===== src/rtl/fir_sample_streamer.sv =====
// AHB-Lite master feeding a FIR accelerator from a sample stream:
// write sample, poll status until idle, read result, emit it downstream.
module fir_sample_streamer #(
    parameter logic [3:0]  STATUS_ADDR = 4'h0,
    parameter logic [3:0]  RESULT_ADDR = 4'h2,
    parameter logic [3:0]  SAMPLE_ADDR = 4'h4,
    parameter int unsigned MAX_POLLS   = 16
) (
    input  logic        clk,
    input  logic        rst,
    input  logic        sample_valid,
    input  logic [15:0] sample_data,
    output logic        sample_ready,
    output logic        result_valid,
    output logic [15:0] result_data,
    input  logic        result_ready,
    output logic [3:0]  haddr,
    output logic        hsize,
    output logic [1:0]  htrans,
    output logic        hwrite,
    output logic [15:0] hwdata,
    input  logic [15:0] hrdata,
    input  logic        hresp,
    input  logic        hready,
    output logic        err,
    input  logic        clear_err,
    output logic [15:0] sample_count
);

    localparam int unsigned POLL_W       = (MAX_POLLS > 1) ? $clog2(MAX_POLLS) : 1;
    localparam logic [1:0] HTRANS_IDLE   = 2'b00;
    localparam logic [1:0] HTRANS_NONSEQ = 2'b10;

    typedef enum logic [3:0] {
        S_IDLE,
        S_WR_ADDR,
        S_WR_DATA,
        S_POLL_ADDR,
        S_POLL_DATA,
        S_RES_ADDR,
        S_RES_DATA,
        S_OUT,
        S_ERROR
    } state_t;

    state_t              state, state_next;
    logic [POLL_W-1:0]   poll_cnt, poll_cnt_next;
    logic                sample_ready_next;
    logic                result_valid_next;
    logic [15:0]         result_data_next;
    logic [3:0]          haddr_next;
    logic [1:0]          htrans_next;
    logic                hwrite_next;
    logic [15:0]         hwdata_next;
    logic                err_next;
    logic [15:0]         sample_count_next;

    // Only halfword transfers are ever issued.
    assign hsize = 1'b1;

    always_ff @(posedge clk or posedge rst) begin
        if (rst) begin
            state        <= S_IDLE;
            poll_cnt     <= '0;
            sample_ready <= 1'b0;
            result_valid <= 1'b0;
            result_data  <= '0;
            haddr        <= '0;
            htrans       <= HTRANS_IDLE;
            hwrite       <= 1'b0;
            hwdata       <= '0;
            err          <= 1'b0;
            sample_count <= '0;
        end else begin
            state        <= state_next;
            poll_cnt     <= poll_cnt_next;
            sample_ready <= sample_ready_next;
            result_valid <= result_valid_next;
            result_data  <= result_data_next;
            haddr        <= haddr_next;
            htrans       <= htrans_next;
            hwrite       <= hwrite_next;
            hwdata       <= hwdata_next;
            err          <= err_next;
            sample_count <= sample_count_next;
        end
    end

    // Next-state logic; bus and stream outputs are registered decodes of the next state.
    always_comb begin
        state_next        = state;
        poll_cnt_next     = poll_cnt;
        result_data_next  = result_data;
        hwdata_next       = hwdata;
        sample_count_next = sample_count;
        haddr_next        = haddr;

        case (state)
            S_IDLE: begin
                if (sample_ready && sample_valid) begin
                    hwdata_next = sample_data;
                    state_next  = S_WR_ADDR;
                end
            end
            S_WR_ADDR: begin
                if (hready) state_next = S_WR_DATA;
            end
            S_WR_DATA: begin
                if (hready) begin
                    if (hresp) begin
                        state_next = S_ERROR;
                    end else begin
                        poll_cnt_next = '0;
                        state_next    = S_POLL_ADDR;
                    end
                end
            end
            S_POLL_ADDR: begin
                if (hready) state_next = S_POLL_DATA;
            end
            S_POLL_DATA: begin
                // Bus error outranks anything the status word says.
                if (hready) begin
                    if (hresp || hrdata[8]) begin
                        state_next = S_ERROR;
                    end else if (hrdata[0]) begin
                        if (poll_cnt == POLL_W'(MAX_POLLS - 1)) begin
                            state_next = S_ERROR;
                        end else begin
                            poll_cnt_next = poll_cnt + POLL_W'(1);
                            state_next    = S_POLL_ADDR;
                        end
                    end else begin
                        state_next = S_RES_ADDR;
                    end
                end
            end
            S_RES_ADDR: begin
                if (hready) state_next = S_RES_DATA;
            end
            S_RES_DATA: begin
                if (hready) begin
                    if (hresp) begin
                        state_next = S_ERROR;
                    end else begin
                        result_data_next = hrdata;
                        state_next       = S_OUT;
                    end
                end
            end
            S_OUT: begin
                if (result_ready) begin
                    sample_count_next = sample_count + 16'd1;
                    state_next        = S_IDLE;
                end
            end
            S_ERROR: begin
                if (clear_err) state_next = S_IDLE;
            end
            default: state_next = S_IDLE;
        endcase

        case (state_next)
            S_WR_ADDR:   haddr_next = SAMPLE_ADDR;
            S_POLL_ADDR: haddr_next = STATUS_ADDR;
            S_RES_ADDR:  haddr_next = RESULT_ADDR;
            default:     haddr_next = haddr;
        endcase

        htrans_next = (state_next == S_WR_ADDR || state_next == S_POLL_ADDR ||
                       state_next == S_RES_ADDR) ? HTRANS_NONSEQ : HTRANS_IDLE;
        hwrite_next       = (state_next == S_WR_ADDR);
        sample_ready_next = (state_next == S_IDLE);
        result_valid_next = (state_next == S_OUT);
        err_next          = (state_next == S_ERROR);
    end

endmodule


===== config.mk =====
export PLATFORM = sky130hd
export DESIGN_NAME = fir_sample_streamer
export DESIGN_NICKNAME = d
export VERILOG_FILES = /design/src/rtl/fir_sample_streamer.sv
export SDC_FILE = /design/constraint.sdc
export NUM_CORES = 1
export LEC_CHECK = 0
export BUFFER_PORTS_ARGS = -buffer_cell sky130_fd_sc_hd__buf_2
export CORE_UTILIZATION = 40
export CTS_CLUSTER_SIZE = 24
export DETAILED_ROUTE_END_ITERATION = 16
export MAX_ROUTING_LAYER = met4
export PLACE_DENSITY = 0.66
export SLEW_MARGIN = 40
export SYNTH_ARGS = -nofsm -noshare
export SYNTH_HDL_FRONTEND = slang
export SYNTH_SLANG_ARGS = --single-unit
export TNS_END_PERCENT = 30

===== constraint.sdc =====
create_clock -name clk -period 2.2 [get_ports clk]
set_input_delay 0.33 -clock clk [delete_from_list [all_inputs] [get_ports clk]]
set_output_delay 0.33 -clock clk [all_outputs]
set_load 0.02 [all_outputs]

==> results of run 1 <==
cell usage after synthesis (2+ instances only):
master / instances
dfrtp_1: 63
mux2_2: 33
nor4b_1: 3
o21ai_0: 4
conb_1: 2
nor3_2: 2
nor2b_1: 2
nand2_1: 9
nand4_1: 6
nand3_1: 9
nor2_1: 11
inv_1: 9
buf_2: 2
ha_1: 2
nor3_1: 5
a31oi_1: 3
and3_1: 3
buf_4: 10
xnor2_1: 11
nor3b_2: 2
and4_1: 2
a21oi_1: 3
xor2_1: 6
state kept, by name (all words and copies together) (netlist names):
signal and count:
state 4, result_data 16, sample_ready 1, sample_count 16, result_valid 1, hwdata 16
err 1, htrans 1, haddr 2, hwrite 1, poll_cnt 4
layout make-up:
class	count	area share, %
tap	96	3.38
clock buffer	9	3.48
multi-input combinational	145	32.1
timing repair buffer	97	14.4
inverter	9	0.950
clock inverter	7	1.37
sequential	63	44.3
per-stage QoR:
stage / util, % / setup WS [ns] / total power [mW]
3_5_place_dp: 49.4 / 0.324 / 3.13
2_1_floorplan: - / 0.300 / 2.73
6_report: 52.1 / 0.318 / 3.96
4_1_cts: 52.1 / 0.317 / 4.01
3_3_place_gp: 49.4 / 0.396 / 3.10
5_1_grt: 52.1 / 0.197 / 4.23
cell families after synthesis:
family	Yosys count
other cells	2
xor+xnor	17
mux	33
compound gates	21
simple gates	68
fa+ha+maj	2
buf+inv	21
flops	63
worst paths after layout:
kind / endpoint / cells after the start / slack [ns] / startpoint
setup / recovery: haddr[1]$_DFFE_PP0P_ / 5 / 0.32 / state[0]$_DFF_PP0_
hold / removal: hwdata[2]$_DFFE_PP0P_ / 2 / 0.22 / sample_data[2]
setup reg to reg: haddr[1]$_DFFE_PP0P_ / 5 / 0.32 / state[0]$_DFF_PP0_
hold reg to reg: sample_count[15]$_DFFE_PP0P_ / 1 / 0.46 / sample_count[15]$_DFFE_PP0P_
max in group asynchronous: result_data[0]$_DFFE_PP0P_ / 4 / 1.19 / rst
min in group asynchronous: sample_count[15]$_DFFE_PP0P_ / 3 / 0.48 / rst
report_power, final:
part / switching, mW / leakage, nW / internal [mW]
logic: 0.801 / 0.933 / 0.607
registers: 0.229 / 0.820 / 1.46
clock network: 0.457 / 0.0894 / 0.409
total: 1.49 / 1.84 / 2.48
per-layer routing:
metal | part of all wire (%) | vias to the layer above | global-route usage [%]
met3 | 5.6 | 6 | 4.04
met4 | 1.4 | 0 | 9.09
met1 | 47 | 982 | 20.6
met5 | 0 | - | -
li1 | - | 988 | -
met2 | 46 | 71 | 24.7
repair_timing:
item,CTS,global route
hold buffers,1,0
setup buffers,0,0
endpoints found under the hold margin,11,0
==> impl_metrics.toml, run 1 <==
[status]
status = "finished clean"

[critical_path]
worstPathMaxFanout = 13
cp_data_arrival_time_ns = 2.11
cp.buffers_inverters = 0
path_delay_family = "simple AND/OR/NAND/NOR gates"
worst_ep_required_time_ns = 2.42
nature_of_the_critical_path_endpoint = "flop"
timing.critical_path.cells = "or3b_2, a21oi_1, nor3_2, and2_1, o22a_1"
slowest_cp_cell = "dfrtp_1"
critical_path.max_stage_delay_ns = 0.53
category_of_the_critical_setup_timing_path = "reg2reg"
start_kind = "flop"

[floorplan]
fp.dieArea_um2 = 7420
num_rows = 30
floorplan.io_pins = 98
start_util_pct = 41.4
die_y_um = 86.1
die_x_um = 86.1
core_region_area_um2 = 6830

[logic_synthesis]
yosysTopAreaCellShare_pct = 55.7
netlist_top_cells_area = "dfrtp_1 (56%), mux2_2 (13%), xnor2_1 (3.4%)"
netlist_area_um2 = 2830
async_flop_share_pct = 100
combinational_family_with_the_most_area_after_synthesis = "simple AND/OR/NAND/NOR gates"
synth_edf_count = 0
yosys.area_share.simple_pct = 15.3
yosys-mux-area-fraction_pct = 13.1
yosys.area_share.adder_pct = 0.884
syn_area_per_cell_um2 = 12.5
synth.ff_latch_count = 63
ys_warn_count = 0
unique_cell_type_count_in_the_yosys_netlist = 48
synth_compound_area_share_pct = 5.30
primary_flip_flop_cell_chosen_by_synthesis_mapping = "dfrtp_1"
netlist.top_cell.by_area = "dfrtp_1"
share_of_synthesized_area_occupied_by_flip_flops_and_latches_pct = 55.7
syn_inst = 227
synth_xor_xnor_area_share_pct = 5.26

[placement]
dp.cells = 409
final_wtd_congestion = 0.870
place_hpwl_mm = 3.90
port-buffer-count = 93
post_place_cell_area_um2 = 3370

[timing]
layout_skew_ns = 0.00792
holdWs_ns = 0.223
grt_setup_unrepaired = "false"
hold_viol_final = 0
finalCritPeriodShare_pct = 85.6
timing.fmax_mhz = 531
period_needed_ns = 1.88
max_slew_violations = 0
timing.setup.tns_ns = 0
setup_viol = 0

[final_layout]
postLayoutCellArea_um2 = 3560
synthToLayoutAreaGrowth_pct = 25.6
combined_area_of_the_multi_input_logic_cells_um2 = 1140
n_antenna_cell = 0
drive_gt1_share_pct = 48.2
finalNonFillerCells = 426
fillers = 621
design.final.nets = 366
final-seq-area_um2 = 1580
layout.cells.most_common = "buf_2"
mostFrequentLayoutCells = "buf_2 (93), dfrtp_1 (63), mux2_2 (33)"

[clock_network]
ctsRootBufferMaster = "clkbuf_8"
cts.repair.resized = 0
register_clock_pin_slew_on_the_reported_worst_setup_and_hold_paths_ns = 0.08
clock_insertion_delay_at_the_later_pin_of_the_skew_report_ns = 0.33
cts_sinks = 63
tritoncts = "built"
max-clock-path-buffers = 2
total_clock_buffers_created_by_cts = 9
ctsHtreeMaxLevel = 3

[grt]
grt_antenna_before_repair = 0
grt_pass1_wl_mm = 9.08
maximum_number_of_pins_on_one_net_before_global_route_repair = 53
grt_overflow = 0
first_global_vias = 1959
globalRouteTotalUtil_pct = 16.5

[route]
detail-route-antenna-nets = 0
drt_first_pass_iters = 4
route.final.wire_length_mm = 5.47
routed_via_density = 4.81
detailedRoute.firstIterationViolations = 86
remaining_drc_errors = 0
routed-via-count = 2047
drt-wirelength-per-cell_um = 12.8

[worst_hold_path]
hold_class = "in2reg"

[run]
maxCapViolations = 0

[power]
cellLeakagePower_nw = 1.84
max-vdd-ir-drop_uv = 609
power.density_nw_per_um2 = 1110
Power figures use the tool's default switching activity.
==> run 2, diff against run 1 <==
--- a/config.mk
+++ b/config.mk
@@ -11,6 +11,7 @@
 export DETAILED_ROUTE_END_ITERATION = 16
 export MAX_ROUTING_LAYER = met4
 export PLACE_DENSITY = 0.66
+export RECOVER_POWER = 50
 export SLEW_MARGIN = 40
 export SYNTH_ARGS = -nofsm -noshare
 export SYNTH_HDL_FRONTEND = slang
==> constraint.sdc (replaced) <==
create_clock -name clk -period 2.4 [get_ports clk]
set_input_delay 0.36 -clock clk [delete_from_list [all_inputs] [get_ports clk]]
set_output_delay 0.36 -clock clk [all_outputs]
set_load 0.02 [all_outputs]
==> run 2 against run 1 <==
  * Core utilization grew 0.26 points
  * Design area up 0.49%
  * Clock skew increased by 0.0015 ns
  * Sequential cell count did not move
  * Critical endpoint unchanged
  * Clock-buffer cell count unchanged
  * Register-to-register slack improved by 0.23 ns
  * Critical path depth did not move
  * Clock power rose by 33%
  * First-iteration DRC count up 14%
  * Highest routed layer unchanged
  * Critical path type unchanged
  * Setup slack gained 0.23 ns
==> impl_metrics.toml, run 2 (same netlist as run 1, synthesis figures left out) <==
[critical_path]
start_kind = "flop"
cp.buffers_inverters = 0
category_of_the_critical_setup_timing_path = "reg2reg"
critical_path.max_stage_delay_ns = 0.53
slowest_cp_cell = "dfrtp_1"
cp_data_arrival_time_ns = 2.09
worst_ep_required_time_ns = 2.63
nature_of_the_critical_path_endpoint = "flop"
worstPathMaxFanout = 13
timing.critical_path.cells = "or3b_2, a21oi_1, nor3_2, and2_1, o22a_1"
path_delay_family = "simple AND/OR/NAND/NOR gates"

[final_layout]
mostFrequentLayoutCells = "buf_2 (66), dfrtp_1 (63), mux2_2 (33)"
design.final.nets = 365
finish.utilization_pct = 52.3
drive_gt1_share_pct = 39.8
synthToLayoutAreaGrowth_pct = 26.2
reg.largest.list = "hwdata (16), result_data (16), sample_count (16)"
n_antenna_cell = 0
layout.cells.most_common = "buf_2"

[placement]
worst_setup_slack_before_clock_tree_synthesis_ns = 0.549
place_hpwl_mm = 3.96
port-buffer-count = 93
final_wtd_congestion = 0.842

[power]
combinationalPowerShare_pct = 31.6
max-vdd-ir-drop_uv = 553
cellLeakagePower_nw = 1.77
internal_power_mw = 2.56
p_sw_mw = 1.39
clockPowerShare_pct = 29.1
power.sequential.fraction_pct = 39.3
power.density_nw_per_um2 = 1100
sw_frac_of_total_pct = 35.2

[clock_network]
max-clock-path-buffers = 2
cts_hold_repair.buffers = 0
tritoncts = "built"
postCtsSetupRepairBufs = 0
register_clock_pin_slew_on_the_reported_worst_setup_and_hold_paths_ns = 0.08
total_clock_buffers_created_by_cts = 9
ctsHtreeMaxLevel = 3
cts.repair.resized = 0
ctsRootBufferMaster = "clkbuf_8"
cts_sinks = 63
clock_insertion_delay_at_the_later_pin_of_the_skew_report_ns = 0.34

[status]
status = "finished clean"

[grt]
globalRouteTotalUtil_pct = 16.9
grt_antenna_before_repair = 0
grt_pass1_wl_mm = 9.20
maximum_number_of_pins_on_one_net_before_global_route_repair = 39
first_global_vias = 1978
grt_overflow = 0

[timing]
timing.setup.tns_ns = 0
timing.fmax_mhz = 540
tightestPinTransition_ns = 0.999
max_slew_violations = 0
maxSlewHeadroom_pct = 33.3
grt_setup_unrepaired = "false"
holdWs_ns = 0.243
layout_skew_ns = 0.00942
setup_viol = 0
finalCritPeriodShare_pct = 77.2
hold_viol_final = 0
period_needed_ns = 1.85
worst_slack_ns = 0.547

[floorplan]
floorplan.io_pins = 98
die_y_um = 86.1
num_rows = 30
start_util_pct = 41.4
core_region_area_um2 = 6830
die_x_um = 86.1
fp.dieArea_um2 = 7420

[run]
maxCapViolations = 0

[route]
detail-route-antenna-nets = 0
drt_first_pass_iters = 4
remaining_drc_errors = 0
drt-wirelength-per-cell_um = 12.7
routed_via_density = 4.88
detailedRoute.firstIterationViolations = 98
routed-via-count = 2074
route.final.wire_length_mm = 5.41

[worst_hold_path]
hold_class = "in2async"
[run 2: cell types whose count changed in the layout (fill, tap and decap cells not counted), sizes merged]
cell	delta
buf	-28
clkbuf	+28
clkinv	-5
bufinv	+3
inv	+3
clkinvlp	-1
dlygate4sd3	-1
[run 2: path summary, 6_finish.rpt]
path | to | depth (start not counted) | slack (ns) | startpoint
worst min-delay path | sample_count[15]$_DFFE_PP0P_ | 2 | 0.24 | rst
min in group clk | hwdata[14]$_DFFE_PP0P_ | 2 | 0.24 | sample_data[14]
worst max-delay path | haddr[1]$_DFFE_PP0P_ | 5 | 0.55 | state[0]$_DFF_PP0_
max in group asynchronous | result_data[7]$_DFFE_PP0P_ | 3 | 0.72 | rst
worst min register to register | sample_count[15]$_DFFE_PP0P_ | 1 | 0.47 | sample_count[15]$_DFFE_PP0P_
worst max register to register | haddr[1]$_DFFE_PP0P_ | 5 | 0.55 | state[0]$_DFF_PP0_
[run 2: layout make-up]
class / instances / area (µm²)
Clock inverter: 7 / 125
Inverter: 9 / 33.8
Tap cell: 96 / 120
Timing Repair Buffer: 96 / 452
Clock buffer: 9 / 124
Sequential cell: 63 / 1580
Fill cell: 655 / 3260
Multi-Input combinational cell: 145 / 1140
[run 2: per-stage QoR]
stage	power (mW)	instances	cell area, µm²
6_report	3.94	425	3570
5_1_grt	4.19	425	3570
4_1_cts	4.04	425	3620
3_5_place_dp	2.87	409	3370
3_3_place_gp	2.84	409	3370
2_1_floorplan	2.50	229	2840
[run 2: worst reg2reg max path, stage by stage, from the launching register on]
cell,delay [ns]
dfrtp_1,0.53
or3b_2,0.51
a21oi_1,0.19
nor3_2,0.07
and2_1,0.23
o22a_1,0.23
[run 2: routing by layer]
layer  vias up  track usage, %  part of all wire, %
li1        984               -                    -
met1       990            21.2                   47
met2        90            24.2                   44
met3        10            4.81                  6.7
met4         0            10.2                  2.2
met5         -               -                    0
[run 2: power groups by stage]
stage	sequential, mW	combinational [mW]	clock [mW]
after global placement	1.56	1.29	0
after global routing	1.59	1.36	1.23
after CTS	1.55	1.30	1.19
after floorplan	1.79	0.712	0
final	1.55	1.24	1.15
after detailed placement	1.56	1.30	0
